<file path="src/rtl/shift_add_multiplier16_if.sv">
// Request/result bundle for the sequential 16x16 shift-add multiplier.
interface shift_add_multiplier16_if;
  logic        start;
  logic [15:0] A;
  logic [15:0] B;
  logic        busy;
  logic        done;
  logic [31:0] P;

  // Requester side.
  modport master (output start, A, B, input busy, done, P);
  // Multiplier side.
  modport slave  (input start, A, B, output busy, done, P);
endinterface

</file>
<file path="src/rtl/shift_add_multiplier16.sv">
// Sequential 16x16 unsigned multiplier built around a 16-bit ripple adder.
// One add-and-shift per clock, 16 iterations, then a one-cycle done pulse.
//
// state | meaning
// ------+-----------------------------------------------------------
// IDLE  | waiting for start; operands captured on acceptance
// RUN   | 16 add/shift iterations, busy high, P holds previous result
// DONE  | product registered on P, done high for one cycle

module rippleAdder16bit (
  input  logic [15:0] X,
  input  logic [15:0] Y,
  input  logic        Ci,
  output logic [15:0] S,
  output logic        Co
);
  logic [16:0] c;

  assign c[0] = Ci;

  // Chain of full adders; carry ripples from bit 0 to bit 15.
  for (genvar i = 0; i < 16; i++) begin : g_fa
    assign S[i]   = X[i] ^ Y[i] ^ c[i];
    assign c[i+1] = (X[i] & Y[i]) | (c[i] & (X[i] ^ Y[i]));
  end

  assign Co = c[16];
endmodule

module shift_add_multiplier16 (
  input  logic                     clk,
  input  logic                     rst_n,
  shift_add_multiplier16_if.slave  bus
);
  typedef enum logic [1:0] {
    IDLE = 2'd0,
    RUN  = 2'd1,
    DONE = 2'd2
  } state_t;

  state_t      state_q, state_d;
  logic [15:0] areg_q, areg_d;
  logic [15:0] acc_q, acc_d;
  logic [15:0] mreg_q, mreg_d;
  logic [4:0]  cnt_q, cnt_d;
  logic [31:0] p_q, p_d;

  logic [15:0] add_y;
  logic [15:0] add_s;
  logic        add_co;

  // Partial-product step: add the multiplicand when the current multiplier bit is set.
  assign add_y = mreg_q[0] ? areg_q : 16'h0000;

  rippleAdder16bit u_adder (
    .X  (acc_q),
    .Y  (add_y),
    .Ci (1'b0),
    .S  (add_s),
    .Co (add_co)
  );

  // Next-state and datapath update; the adder carry shifts into acc[15].
  always_comb begin
    state_d = state_q;
    areg_d  = areg_q;
    acc_d   = acc_q;
    mreg_d  = mreg_q;
    cnt_d   = cnt_q;
    p_d     = p_q;
    unique case (state_q)
      IDLE: begin
        if (bus.start) begin
          areg_d  = bus.A;
          acc_d   = 16'h0000;
          mreg_d  = bus.B;
          cnt_d   = 5'd0;
          state_d = RUN;
        end
      end
      RUN: begin
        acc_d  = {add_co, add_s[15:1]};
        mreg_d = {add_s[0], mreg_q[15:1]};
        cnt_d  = cnt_q + 5'd1;
        if (cnt_q == 5'd15) begin
          p_d     = {add_co, add_s[15:1], add_s[0], mreg_q[15:1]};
          state_d = DONE;
        end
      end
      DONE: begin
        state_d = IDLE;
      end
      default: begin
        state_d = IDLE;
      end
    endcase
  end

  // State and datapath registers with synchronous active-low reset.
  always_ff @(posedge clk) begin
    if (!rst_n) begin
      state_q <= IDLE;
      areg_q  <= 16'h0000;
      acc_q   <= 16'h0000;
      mreg_q  <= 16'h0000;
      cnt_q   <= 5'd0;
      p_q     <= 32'h0000_0000;
    end else begin
      state_q <= state_d;
      areg_q  <= areg_d;
      acc_q   <= acc_d;
      mreg_q  <= mreg_d;
      cnt_q   <= cnt_d;
      p_q     <= p_d;
    end
  end

  assign bus.busy = (state_q == RUN);
  assign bus.done = (state_q == DONE);
  assign bus.P    = p_q;
endmodule

</file>
<file path="src/flat_wrapper.sv">
// flat-port wrapper written by rule: the top's interface ports become plain ports
module shift_add_multiplier16_flat 
  (clk, rst_n, bus_start, bus_A, bus_B, bus_busy, bus_done, bus_P);
  shift_add_multiplier16_if bus_i ();
  input  logic clk;
  input  logic rst_n;
  input wire logic [$bits(bus_i.start)-1:0] bus_start;
  input wire logic [$bits(bus_i.A)-1:0] bus_A;
  input wire logic [$bits(bus_i.B)-1:0] bus_B;
  output wire logic [$bits(bus_i.busy)-1:0] bus_busy;
  output wire logic [$bits(bus_i.done)-1:0] bus_done;
  output wire logic [$bits(bus_i.P)-1:0] bus_P;
  assign bus_i.start = bus_start;
  assign bus_i.A = bus_A;
  assign bus_i.B = bus_B;
  assign bus_busy = bus_i.busy;
  assign bus_done = bus_i.done;
  assign bus_P = bus_i.P;
  shift_add_multiplier16 u_core (.clk(clk), .rst_n(rst_n), .bus(bus_i));
endmodule
</file>
<file path="config.mk">
export PLATFORM = sky130hd
export DESIGN_NAME = shift_add_multiplier16_flat
export DESIGN_NICKNAME = d
export VERILOG_FILES = /design/src/rtl/shift_add_multiplier16_if.sv /design/src/rtl/shift_add_multiplier16.sv /design/src/flat_wrapper.sv
export SDC_FILE = /design/constraint.sdc
export NUM_CORES = 1
export LEC_CHECK = 0
export ABC_AREA = 1
export BUFFER_PORTS_ARGS = -buffer_cell sky130_fd_sc_hd__clkbuf_2
export CELL_PAD_IN_SITES_DETAIL_PLACEMENT = 1
export CELL_PAD_IN_SITES_GLOBAL_PLACEMENT = 1
export CORE_MARGIN = 2
export CORE_UTILIZATION = 36
export DETAILED_ROUTE_END_ITERATION = 8
export HOLD_SLACK_MARGIN = 0.15
export PLACE_DENSITY = 0.74
export SYNTH_ARGS = -nofsm -noshare
export SYNTH_HDL_FRONTEND = slang
export SYNTH_SLANG_ARGS = --single-unit
</file>
<file path="constraint.sdc">
create_clock -name clk -period 7.4 [get_ports clk]
set_clock_uncertainty 0.2 [all_clocks]
set_input_delay 1.48 -clock clk [delete_from_list [all_inputs] [get_ports clk]]
set_output_delay 1.48 -clock clk [all_outputs]
set_load 0.03 [all_outputs]
</file>
==> out/metrics.cfg <==
[die]
die_y_um = 106
dieArea_um2 = 11200
io_pins = 69
start_util_pct = 36.6
rows = 37
fp.dieW_um = 106
core-area_um2 = 10200

[timing]
slew_violations = 0
max_slew_margin_pct = 18.4
period_needed_ps = 7090
tns_ps = 0
finalSetupViolCount = 0
worst-slew-pin-transition_ps = 1220
period_share_pct = 95.8
rsz0062_at_grt = no
hold_slack_ps = 270
maxClockFrequency_mhz = 141
hold_viol_final = 0

[clocking]
clock-sinks = 87
clk_pin_slew_ps = 90
clkLatencyLatePin_ps = 350
htree_levels = 3
clk_path_buf_depth = 2
cts_buffers = 9
post_cts_buffers = 0
cts_tree = built
ctsHoldBuffers = 0
clockRootBuffer = clkbuf_8

[job]
maxCapViolCount = 0

[global_route]
antenna_found_initial = 0
grt_first_pass_wirelength_mm = 15.2
grt_overflow = 0
grt_use_total_pct = 17.3
grt_pass1_vias = 3221
grt_start_max_net_pins = 69

[route]
viasPerCell = 4.75
drtIter0Drc = 81
vias = 3195
dr.pass1.iters = 5
drc = 0
wl_per_cell_um = 13.8
finalWirelength_mm = 9.25
ant_nets = 0

[power_and_ir_drop]
cellLeakagePower_nw = 1.69
p_per_area_nw_per_um2 = 204
fin_total_pwr_mw = 0.888
ir_drop_v = 0.0000874

[cells_and_area]
mostFrequentLayoutCells = 87 x nand2_1, 86 x dfxtp_1, 68 x nor2_1, 68 x clkbuf_2, 41 x inv_1
layout-drive-gt1-share_pct = 20.1
layout_commonest_cell = nand2_1
diodes = 0
stdcell_area_um2 = 4340
syn_to_final_growth_pct = 16.3
nets = 584

[critical_path]
cp-end-kind = flop
cp_max_fo = 6
crit_arrival_ps = 7160
crit_path_start_kind = flop
critPathRequiredTime_ps = 7470
crit_type = flop to flop
rr_worst_depth = 21

[worst_hold_path]
hp-class = flop to flop
whs_path_depth = 2

[placed_design]
place_area_um2 = 4150
port-buffer-count = 68
routabilityCongestion = 0.687
hpwlAfterDp_mm = 6.34

[synthesis]
synthArstFlopShare_pct = 0
synthDominantCellAreaShare_pct = 46.7
synth.avg_cell_area_um2 = 7.81
synth_cell_types = 24
synth_ff_type = dfxtp_1
synth_area_um2 = 3730
synth_edf_count = 0
synthCells = 478
yosys_register_bits = 87
synth_top_area_cell = dfxtp_1
yosys_warnings = 0
synth_top_cells_by_area = dfxtp_1 47%, nand2_1 8.7%, fa_1 8.0%
seq_area_frac_synth_pct = 46.7
syn_nets = 531

[outcome]
status = finished clean

## path summary, 6_finish.rpt
path	from	endpoint	slack, ps
min	u_core.cnt_q[4]$_SDFFE_PN0P_	u_core.cnt_q[4]$_SDFFE_PN0P_	270
max reg2reg	u_core.mreg_q[0]$_SDFFE_PN0P_	u_core.acc_q[14]$_SDFFE_PN0P_	310
min reg2reg	u_core.cnt_q[4]$_SDFFE_PN0P_	u_core.cnt_q[4]$_SDFFE_PN0P_	270
max	u_core.mreg_q[0]$_SDFFE_PN0P_	u_core.acc_q[14]$_SDFFE_PN0P_	310
## routing by layer
metal / part of all wire [%] / track usage (%) / up-vias
met2: 50 / 30.4 / 47
met4: 1.4 / 5.92 / 0
met3: 2.5 / 2.72 / 12
met5: 0 / 0 / -
li1: - / - / 1610
met1: 46 / 21.5 / 1526
## synth_stat cells, types with 3 or more instances
master     n
or2_1     10
o21ai_1   30
a21oi_1   21
nand2_1   87
ha_1       3
fa_1      15
inv_1     41
nand3_1   34
o21ai_0   36
inv_2      3
dfxtp_1   87
nor2_1    68
buf_2     18
clkbuf_1   8
or2_0      6
## registers in the layout, summed over array words and instances (netlist names)
signal,count
u_core.areg_q,16
u_core.mreg_q,16
u_core.state_q,2
u_core.cnt_q,5
u_core.bus.P,32
u_core.acc_q,16
## cell type report
class	instances	area, µm²
Fill cell	1303	5840
Inverter	44	165
Sequential cell	87	1750
Tap cell	136	170
Clock buffer	10	128
Clock inverter	6	45.0
Multi-Input combinational cell	318	1730
Timing Repair Buffer	71	363
## report_power, final
group,total (mW),internal [mW],switching (mW)
combinational,0.0931,0.0309,0.0622
clock,0.301,0.124,0.177
sequential,0.494,0.485,0.00828
## repair_timing
item | 4_1_cts | 5_1_grt
endpoints found under the hold margin | 0 | 0
gates resized for setup | 6 | 4
setup endpoints to repair | 4 | 3
## kinds of logic (layout without fill, tap and decap cells)
kind of cell | after synthesis | count (layout) | synth area share, %
buffers and inverters | 73 | 131 | 8.18
AND/OR/NAND/NOR | 211 | 211 | 24.0
AO/OA/AOI/OAI | 89 | 89 | 12.1
adder cells (fa/ha/maj) | 18 | 18 | 9.05
flip-flops | 87 | 87 | 46.7
## stage by stage
stage | util, % | instances | setup WS (ps)
floorplan | - | 478 | 22.9
global placement | 40.7 | 656 | -47.1
detailed placement | 40.7 | 656 | -268
CTS | 42.5 | 672 | 8.94
global route | 42.6 | 672 | 6.22
finish | 42.6 | 672 | 309
## worst max-delay path: stages, from the launching register on
cell and delay (ps):
dfxtp_4 380, nand2_1 50, inv_1 50, ha_1 130, inv_1 50, fa_2 370, fa_2 390, fa_2 380
fa_2 370, fa_2 380, fa_2 380, fa_1 430, fa_2 380, fa_2 370, fa_2 370, fa_2 370
fa_2 370, fa_2 370, fa_2 370, fa_1 480, or2_1 240, a21oi_1 120
Power figures use the tool's default switching activity.
